File: config.mk
export PLATFORM = sky130hd
export DESIGN_NAME = ycbcr444_to_rgb888
export DESIGN_NICKNAME = d
export VERILOG_FILES = /design/src/rtl/ycbcr444_to_rgb888_pkg.sv /design/src/rtl/sat_u8.sv /design/src/rtl/ycbcr444_to_rgb888.sv
export SDC_FILE = /design/constraint.sdc
export NUM_CORES = 1
export LEC_CHECK = 0
export ABC_AREA = 0
export CAP_MARGIN = 30
export CORE_UTILIZATION = 40
export CTS_BUF_LIST = sky130_fd_sc_hd__clkbuf_8
export DETAILED_ROUTE_END_ITERATION = 8
export SYNTH_ARGS = -nofsm -noshare
export SYNTH_HDL_FRONTEND = slang
export SYNTH_SLANG_ARGS = --single-unit
File: constraint.sdc
create_clock -name clk -period 6 [get_ports clk]
set_input_delay 1.5 -clock clk [delete_from_list [all_inputs] [get_ports clk]]
set_output_delay 1.5 -clock clk [all_outputs]
set_load 0.01 [all_outputs]
File: src/rtl/ycbcr444_to_rgb888_pkg.sv
// ----------------------------------------------------------------------------
// ycbcr444_to_rgb888_pkg : BT.601 studio-range YCbCr->RGB constants and types
// Revision 1.0
// ----------------------------------------------------------------------------
`default_nettype none

package ycbcr444_to_rgb888_pkg;

   localparam int COEF_FRAC_DEF = 10;
   localparam int Y_OFFSET_DEF  = 16;
   localparam int C_OFFSET_DEF  = 128;
   localparam int PROD_W        = 21;
   localparam int SUM_W         = 23;

   // Coefficients scaled by 2^10
   localparam logic signed [12:0] K_Y  = 13'sd1192;
   localparam logic signed [12:0] K_RV = 13'sd1634;
   localparam logic signed [12:0] K_GU = 13'sd401;
   localparam logic signed [12:0] K_GV = 13'sd833;
   localparam logic signed [12:0] K_BU = 13'sd2065;

   typedef logic [7:0] pix_t;

   function automatic logic signed [PROD_W-1:0] mul_coef(input logic signed [8:0]  a,
                                                         input logic signed [12:0] k);
      return PROD_W'(a) * PROD_W'(k);
   endfunction

endpackage

`default_nettype wire

File: src/rtl/sat_u8.sv
// ----------------------------------------------------------------------------
// sat_u8 : round-to-nearest, arithmetic shift and clamp to unsigned 8 bit
// Revision 1.0
// ----------------------------------------------------------------------------
`default_nettype none

module sat_u8
   import ycbcr444_to_rgb888_pkg::*;
#(
   parameter int IN_W = 23,
   parameter int FRAC = 10
) (
   input  logic signed [IN_W-1:0] din,
   output pix_t                   dout
);

   localparam logic signed [IN_W-1:0] RND   = IN_W'(2 ** (FRAC - 1));
   localparam logic signed [IN_W-1:0] MAX_V = IN_W'(255);

   logic signed [IN_W-1:0] rounded;
   logic signed [IN_W-1:0] shifted;

   always_comb begin
      rounded = din + RND;
      shifted = rounded >>> FRAC;
      dout    = pix_t'(shifted);
      if (shifted < 0) begin
         dout = 8'h00;
      end else if (shifted > MAX_V) begin
         dout = 8'hFF;
      end
   end

endmodule

`default_nettype wire

File: src/rtl/ycbcr444_to_rgb888.sv
// ----------------------------------------------------------------------------
// ycbcr444_to_rgb888 : 3-stage BT.601 colour-space converter with sync delay
// Revision 1.0
// ----------------------------------------------------------------------------
`default_nettype none

module ycbcr444_to_rgb888
   import ycbcr444_to_rgb888_pkg::*;
#(
   parameter int COEF_FRAC = COEF_FRAC_DEF,
   parameter int Y_OFFSET  = Y_OFFSET_DEF,
   parameter int C_OFFSET  = C_OFFSET_DEF,
   parameter int BLANK_RGB = 1
) (
   input  logic       clk,
   input  logic       rst,
   input  logic [7:0] y_i,
   input  logic [7:0] cb_i,
   input  logic [7:0] cr_i,
   input  logic       de_i,
   input  logic       hs_i,
   input  logic       vs_i,
   output logic [7:0] r_o,
   output logic [7:0] g_o,
   output logic [7:0] b_o,
   output logic       de_o,
   output logic       hs_o,
   output logic       vs_o
);

   logic signed [8:0]        yo, cbo, cro;
   logic signed [PROD_W-1:0] ky, krv, kgu, kgv, kbu;
   logic [2:0]               sync1, sync2;   // {vs, hs, de}
   logic signed [SUM_W-1:0]  sum [3];
   pix_t                     sat [3];

   always_comb begin
      sum[0] = SUM_W'(ky) + SUM_W'(krv);
      sum[1] = SUM_W'(ky) - SUM_W'(kgu) - SUM_W'(kgv);
      sum[2] = SUM_W'(ky) + SUM_W'(kbu);
   end

   generate
      for (genvar i = 0; i < 3; i++) begin : g_sat
         sat_u8 #(
            .IN_W (SUM_W),
            .FRAC (COEF_FRAC)
         ) u_sat (
            .din  (sum[i]),
            .dout (sat[i])
         );
      end
   endgenerate

   always_ff @(posedge clk or posedge rst) begin
      if (rst) begin
         yo    <= '0;
         cbo   <= '0;
         cro   <= '0;
         ky    <= '0;
         krv   <= '0;
         kgu   <= '0;
         kgv   <= '0;
         kbu   <= '0;
         sync1 <= '0;
         sync2 <= '0;
         r_o   <= '0;
         g_o   <= '0;
         b_o   <= '0;
         de_o  <= 1'b0;
         hs_o  <= 1'b0;
         vs_o  <= 1'b0;
      end else begin
         yo    <= $signed({1'b0, y_i})  - 9'(Y_OFFSET);
         cbo   <= $signed({1'b0, cb_i}) - 9'(C_OFFSET);
         cro   <= $signed({1'b0, cr_i}) - 9'(C_OFFSET);
         sync1 <= {vs_i, hs_i, de_i};

         ky    <= mul_coef(yo,  K_Y);
         krv   <= mul_coef(cro, K_RV);
         kgu   <= mul_coef(cbo, K_GU);
         kgv   <= mul_coef(cro, K_GV);
         kbu   <= mul_coef(cbo, K_BU);
         sync2 <= sync1;

         {vs_o, hs_o, de_o} <= sync2;
         // Syncs are never blanked; only the colour components are
         if ((BLANK_RGB != 0) && !sync2[0]) begin
            r_o <= '0;
            g_o <= '0;
            b_o <= '0;
         end else begin
            r_o <= sat[0];
            g_o <= sat[1];
            b_o <= sat[2];
         end
      end
   end

endmodule

`default_nettype wire

==> run metrics, run 1 <==
DR DRC count=0; CP startpoint=cro[7]$_DFF_PP0_; Synth area leader=ha_1; share of layout cells above drive strength 1=~4.0%; status=finished clean; Die W=approximately 180 µm; Die ar.=around 0.032 mm²; number of detailed-route iterations in the first pass=4; r2r setup slk=roughly 1 ns; max layer used=met4; worst skew pair latency=0.46 ns; final hold viol count=0; clock sink count=between 100 and 150; Synth Area per Inst=10.7 µm²; Tightest Pin Transition=0.819 ns; CTS tree=yes; # nets final=roughly 1700; max-cap violation count=0; Hold WS=~0.35 ns; type of the worst setup path=register to register; worst endpoint data arrival time=roughly 5.3 ns; min cycle time layout=around 5 ns; crit start category=register; 1st-iter DRT viols=316; FF-to-FF Start=cro[7]$_DFF_PP0_; EDFF count, synth=0; vias in the first global route=roughly 8100; fillcell total=slightly below 3000; synth warn=0; drt wl/cell=roughly 15 µm; routed wl met3=between 700 and 800 µm; Synth area leaders=ha_1 (32%), dfrtp_1 (29%), fa_1 (10%); Die Ht=between 150 and 200 µm; crit path to=krv[20]$_DFF_PP0_; cts hold-fix bufs=0; Power Density=~470 mW/mm²; cell count after synthesis=approximately 1200; WL met2=11400 µm; Synth top cells by count=ha_1 (324), inv_1 (223), dfrtp_1 (145); cell area after synthesis=between 0.01 and 0.015 mm²; ys flop type=dfrtp_1; antenna violations before repair=0; Ports=56; root buffer cell=clkbuf_8; Area Overhead vs Synth=11.9%; Seq/Total Area, Yosys=29.0%; Slew headroom=a little under half; clk slew on worst S/H paths=0.09 ns; Core Area=between 0.03 and 0.04 mm²; CP Max Fanout=16; Net Count, Synth=~1600; routed vias=8105; total global routing overflow=0; Setup crit end kind=register; Met1 Routed Length=11700 µm; unrepaired setup endpoints after global routing=no; Initial Utilization=roughly two fifths; H-tree Lvls=4; # rows=64; Finish-stage setup viols=0; first-pass GRT wire length=between 40000 and 50000 µm; Post-synth ARST share=100%; Tcrit/Tclk final=83.4%; TNS Setup=0 ns; vias per inst=~5; Worst Hold Class=register to register; final slew viol count=0; total routed wirelength=24300 µm; r2r endpoint=krv[20]$_DFF_PP0_; Netlist cell types=between 50 and 60; Total GRT Usage=approximately 17%; post-synth top area share=between 30% and 40%; Clock Skew=0.0127 ns; Max clock buf depth=2; postcts setup bufs=0; largest net degree at the start of global routing=between 90 and 100; CTS resizes=0; Final GP Congestion=~0.83; IO Port Bufs=55; static leakage=roughly 7.4 nW; Inserted Diodes=0; Max VDD drop=0.000388 V; top-count cell post-synth=ha_1; number of cells on the worst reg-to-reg path=15; CP Data Required Time=6.32 ns; Num CTS Buffers=17; number of nets still failing antenna checks after routing=0; f_max=between 150 and 200 MHz; HPWL Detailed=approximately 20000 µm; synthesized flop and latch total=roughly 150
[state kept, by name, summed over array words and instances, names as in the netlist]
register / flops
cbo: 8
sync2: 3
ky: 18
g_o: 8
cro: 8
hs_o: 1
kbu: 21
krv: 16
r_o: 8
kgu: 12
vs_o: 1
b_o: 8
kgv: 20
sync1: 3
de_o: 1
yo: 9
[critical path, cell delays in order, from the launching register on]
cell      delay, ns
dfrtp_1        0.88
ha_1           0.34
inv_1          0.07
fa_1           0.45
fa_1           0.51
inv_1          0.06
fa_1           0.51
fa_1           0.48
a21o_1         0.19
a21oi_1        0.21
o21bai_1       0.09
a21o_1         0.20
a21oi_1        0.19
o21ai_0        0.17
o41ai_1        0.39
xnor2_1        0.11
[area by class of cell]
type	count	area [µm²]	share of cell area, %
well taps	396	495	3.54
repair buffers	58	593	4.24
flip-flops and latches	145	3630	25.9
clock buffers	19	262	1.87
clock inverters	11	140	1.00
inverters	223	842	6.02
multi-input cells	797	8030	57.4
[cell families after synthesis]
logic type / after synthesis / share of synthesized area, %
buf+inv: 224 / 6.73
mux: 2 / 0.170
compound gates: 188 / 10.1
simple gates: 133 / 5.20
xor+xnor: 86 / 6.03
fa+ha+maj: 388 / 42.7
flops: 145 / 29.0
[per-stage QoR]
step           power (mW)  instance area (µm²)  cells  util (%)  worst slack [ns]
2_1_floorplan        4.72                12500   1166         -             0.605
3_3_place_gp         5.69                13600   1618      44.2              1.18
3_5_place_dp         5.76                13600   1618      44.2              1.01
4_1_cts              6.62                14000   1648      45.5             0.980
5_1_grt              7.29                14000   1649      45.6             0.772
6_report             6.56                14000   1649      45.6             0.999
[routing by layer]
metal | vias to the layer above | track usage, %
met4 | 0 | 4.77
met5 | - | 0
li1 | 4074 | -
met2 | 108 | 27.2
met1 | 3894 | 23.1
met3 | 29 | 2.80
[where the power goes]
part           switching, mW  internal, mW
logic                   2.39          1.95
registers              0.184          1.22
clock network          0.379         0.425
total                   2.96          3.60
[layout by cell type (no fill, tap or decap), drive strengths merged, types with 11 or more instances in the layout]
| master | instances |
|---|---|
| ha | 324 |
| inv | 224 |
| dfrtp | 145 |
| fa | 64 |
| a21oi | 57 |
| xnor2 | 56 |
| clkdlybuf4s50 | 55 |
| nor2 | 38 |
| xor2 | 30 |
| nand2 | 28 |
| o21a | 26 |
| o21ai | 26 |
| a21o | 23 |
| clkbuf | 19 |
| nand3 | 16 |
| nor3 | 11 |
[how the worst min path moves through the flow]
stage	slack (ns)	endpoint	from	depth (start not counted)
4_1_cts	0.36	sync2[1]$_DFF_PP0_	sync1[1]$_DFF_PP0_	0
3_3_place_gp	0.33	sync2[1]$_DFF_PP0_	sync1[1]$_DFF_PP0_	0
6_report	0.35	sync2[1]$_DFF_PP0_	sync1[1]$_DFF_PP0_	0
2_1_floorplan	0.33	hs_o$_DFF_PP0_	sync2[1]$_DFF_PP0_	0
5_1_grt	0.36	vs_o$_DFF_PP0_	sync2[2]$_DFF_PP0_	0
3_5_place_dp	0.34	sync2[1]$_DFF_PP0_	sync1[1]$_DFF_PP0_	0
(Power assumes the default switching activity.)
==> run 2, diff against run 1 <==
==> constraint.sdc (replaced) <==
create_clock -name clk -period 5 [get_ports clk]
set_input_delay 1.25 -clock clk [delete_from_list [all_inputs] [get_ports clk]]
set_output_delay 1.25 -clock clk [all_outputs]
set_load 0.01 [all_outputs]
==> run metrics, run 2 (synthesis gave the netlist of run 1 again) <==
worst skew pair latency=0.46 ns; Seq. cell area=between 0.003 and 0.004 mm²; cts hold-fix bufs=0; Area Overhead vs Synth=11.9%; 1st-iter DRT viols=~250; H-tree Lvls=4; Final Util=a little under half; area of the multi-input gates=about 0.008 mm²; Switching Share=a little under half; Finish-stage setup viols=0; fillcell total=approximately 2900; number of detailed-route iterations in the first pass=5; Max clock buf depth=2; CP Max Fanout=10; Final GP Congestion=around 0.86; Post-Place Setup Slack=0.461 ns; number of nets still failing antenna checks after routing=0; Die Ht=179 µm; Num CTS Buffers=17; internal power=around 4.3 mW; max-cap violation count=0; clk slew on worst S/H paths=about 0.080 ns; Top Registers=kbu (21), kgv (20), ky (18); Tcrit/Tclk final=between 90% and 100%; clock sink count=about 150; IO Port Bufs=55; # nets final=about 1700; Logic pwr share=66.5%; final slew viol count=0; crit start category=register; TNS Setup=0 ns; Total GRT Usage=16.6%; CP Data Required Time=about 5.4 ns; Finished Layout Cells=around 1700; first-pass GRT wire length=approximately 40000 µm; Seq pwr share=21.4%; Clock Skew=between 0.015 and 0.02 ns; final hold viol count=0; total routed wirelength=24400 µm; Initial Utilization=about two fifths; Die ar.=around 0.032 mm²; unrepaired setup endpoints after global routing=no; HPWL Detailed=about 21000 µm; DR DRC count=0; CTS resizes=0; vias per inst=4.84; FF-to-FF Start=cro[7]$_DFF_PP0_; most frequent cells in the layout=ha_1 (324), inv_1 (224), dfrtp_1 (145); Worst Hold Class=register to register; Clock Power Share=roughly an eighth; Tightest Pin Transition=around 0.77 ns; Power Density=562 mW/mm²; Setup crit end kind=register; Slew headroom=approximately half; routed vias=7996; total global routing overflow=0; number of cells on the worst reg-to-reg path=15; vias in the first global route=a little under 8000; min cycle time layout=around 4.6 ns; Inserted Diodes=0; Placed Cells=1621; root buffer cell=clkbuf_8; max reg flops=21; type of the worst setup path=register to register; Die W=between 150 and 200 µm; Ports=56; r2r setup slk=0.42 ns; commonest non-fill, non-tap cell in the layout=ha_1; cell area after layout=0.0140 mm²; status=finished clean; Biggest register=kbu; r2r endpoint=krv[20]$_DFF_PP0_; share of layout cells above drive strength 1=about 4.1%; worst hold endpoint=sync2[0]$_DFF_PP0_; Max VDD drop=between 0.0004 and 0.0005 V; postcts setup bufs=0; post-route setup slack=0.425 ns; CTS tree=yes; area of placed instances=0.0136 mm²; Core Area=approximately 0.03 mm²; # rows=64; static leakage=roughly 7.4 nW; worst endpoint data arrival time=4.94 ns; drt wl/cell=14.8 µm; Sw Pwr=between 3 and 4 mW; min-delay src=sync1[0]$_DFF_PP0_; f_max=between 200 and 250 MHz; largest net degree at the start of global routing=75; antenna violations before repair=1; hold path cells=0
-- run 2: layout make-up --
type | instances | area share (%)
clock buffer | 18 | 1.77
multi-input combinational | 797 | 57.4
tap | 396 | 3.54
inverter | 223 | 6.01
timing repair buffer | 60 | 4.29
sequential | 145 | 25.9
clock inverter | 12 | 1.03
-- run 2: stage by stage --
step	power, mW	hold WS (ns)
3_3_place_gp	6.84	0.332
3_5_place_dp	6.89	0.335
5_1_grt	8.68	0.361
6_report	7.86	0.352
2_1_floorplan	5.66	0.331
4_1_cts	7.93	0.353
-- run 2: layer usage --
metal	up-vias	track usage, %	wire [µm]
met5	-	0	0
met2	92	26.4	11200
met4	0	4.20	277
li1	4069	-	-
met1	3817	23.6	12400
met3	18	2.46	606
-- run 2: worst max-delay path: stages (launching register included) --
cell      delay [ns]
dfrtp_1         0.59
ha_1            0.28
inv_1           0.07
fa_1            0.46
fa_1            0.51
inv_1           0.05
fa_1            0.50
fa_1            0.47
a21o_1          0.19
a21oi_1         0.23
o21bai_1        0.09
a21o_1          0.21
a21oi_1         0.18
o21ai_0         0.14
o41ai_1         0.35
xnor2_1         0.17
-- run 2: worst max path at each step --
stage / startpoint / end / slack [ns] / cells past startpoint
floorplan: cro[7]$_DFF_PP0_ / krv[20]$_DFF_PP0_ / 0.58 / 15
global placement: cro[7]$_DFF_PP0_ / krv[20]$_DFF_PP0_ / 0.53 / 15
detailed placement: cro[1]$_DFF_PP0_ / krv[20]$_DFF_PP0_ / 0.46 / 19
CTS: cro[1]$_DFF_PP0_ / krv[20]$_DFF_PP0_ / 0.41 / 19
global route: cro[1]$_DFF_PP0_ / krv[20]$_DFF_PP0_ / 0.09 / 19
finish: cro[7]$_DFF_PP0_ / krv[20]$_DFF_PP0_ / 0.42 / 15
-- run 2: power by group through the flow --
stage               clock, mW  combinational (mW)  sequential, mW
floorplan                   0                4.02            1.64
global placement            0                5.12            1.72
detailed placement          0                5.17            1.72
CTS                     0.997                5.24            1.69
global route             1.04                5.93            1.71
finish                  0.957                5.23            1.68
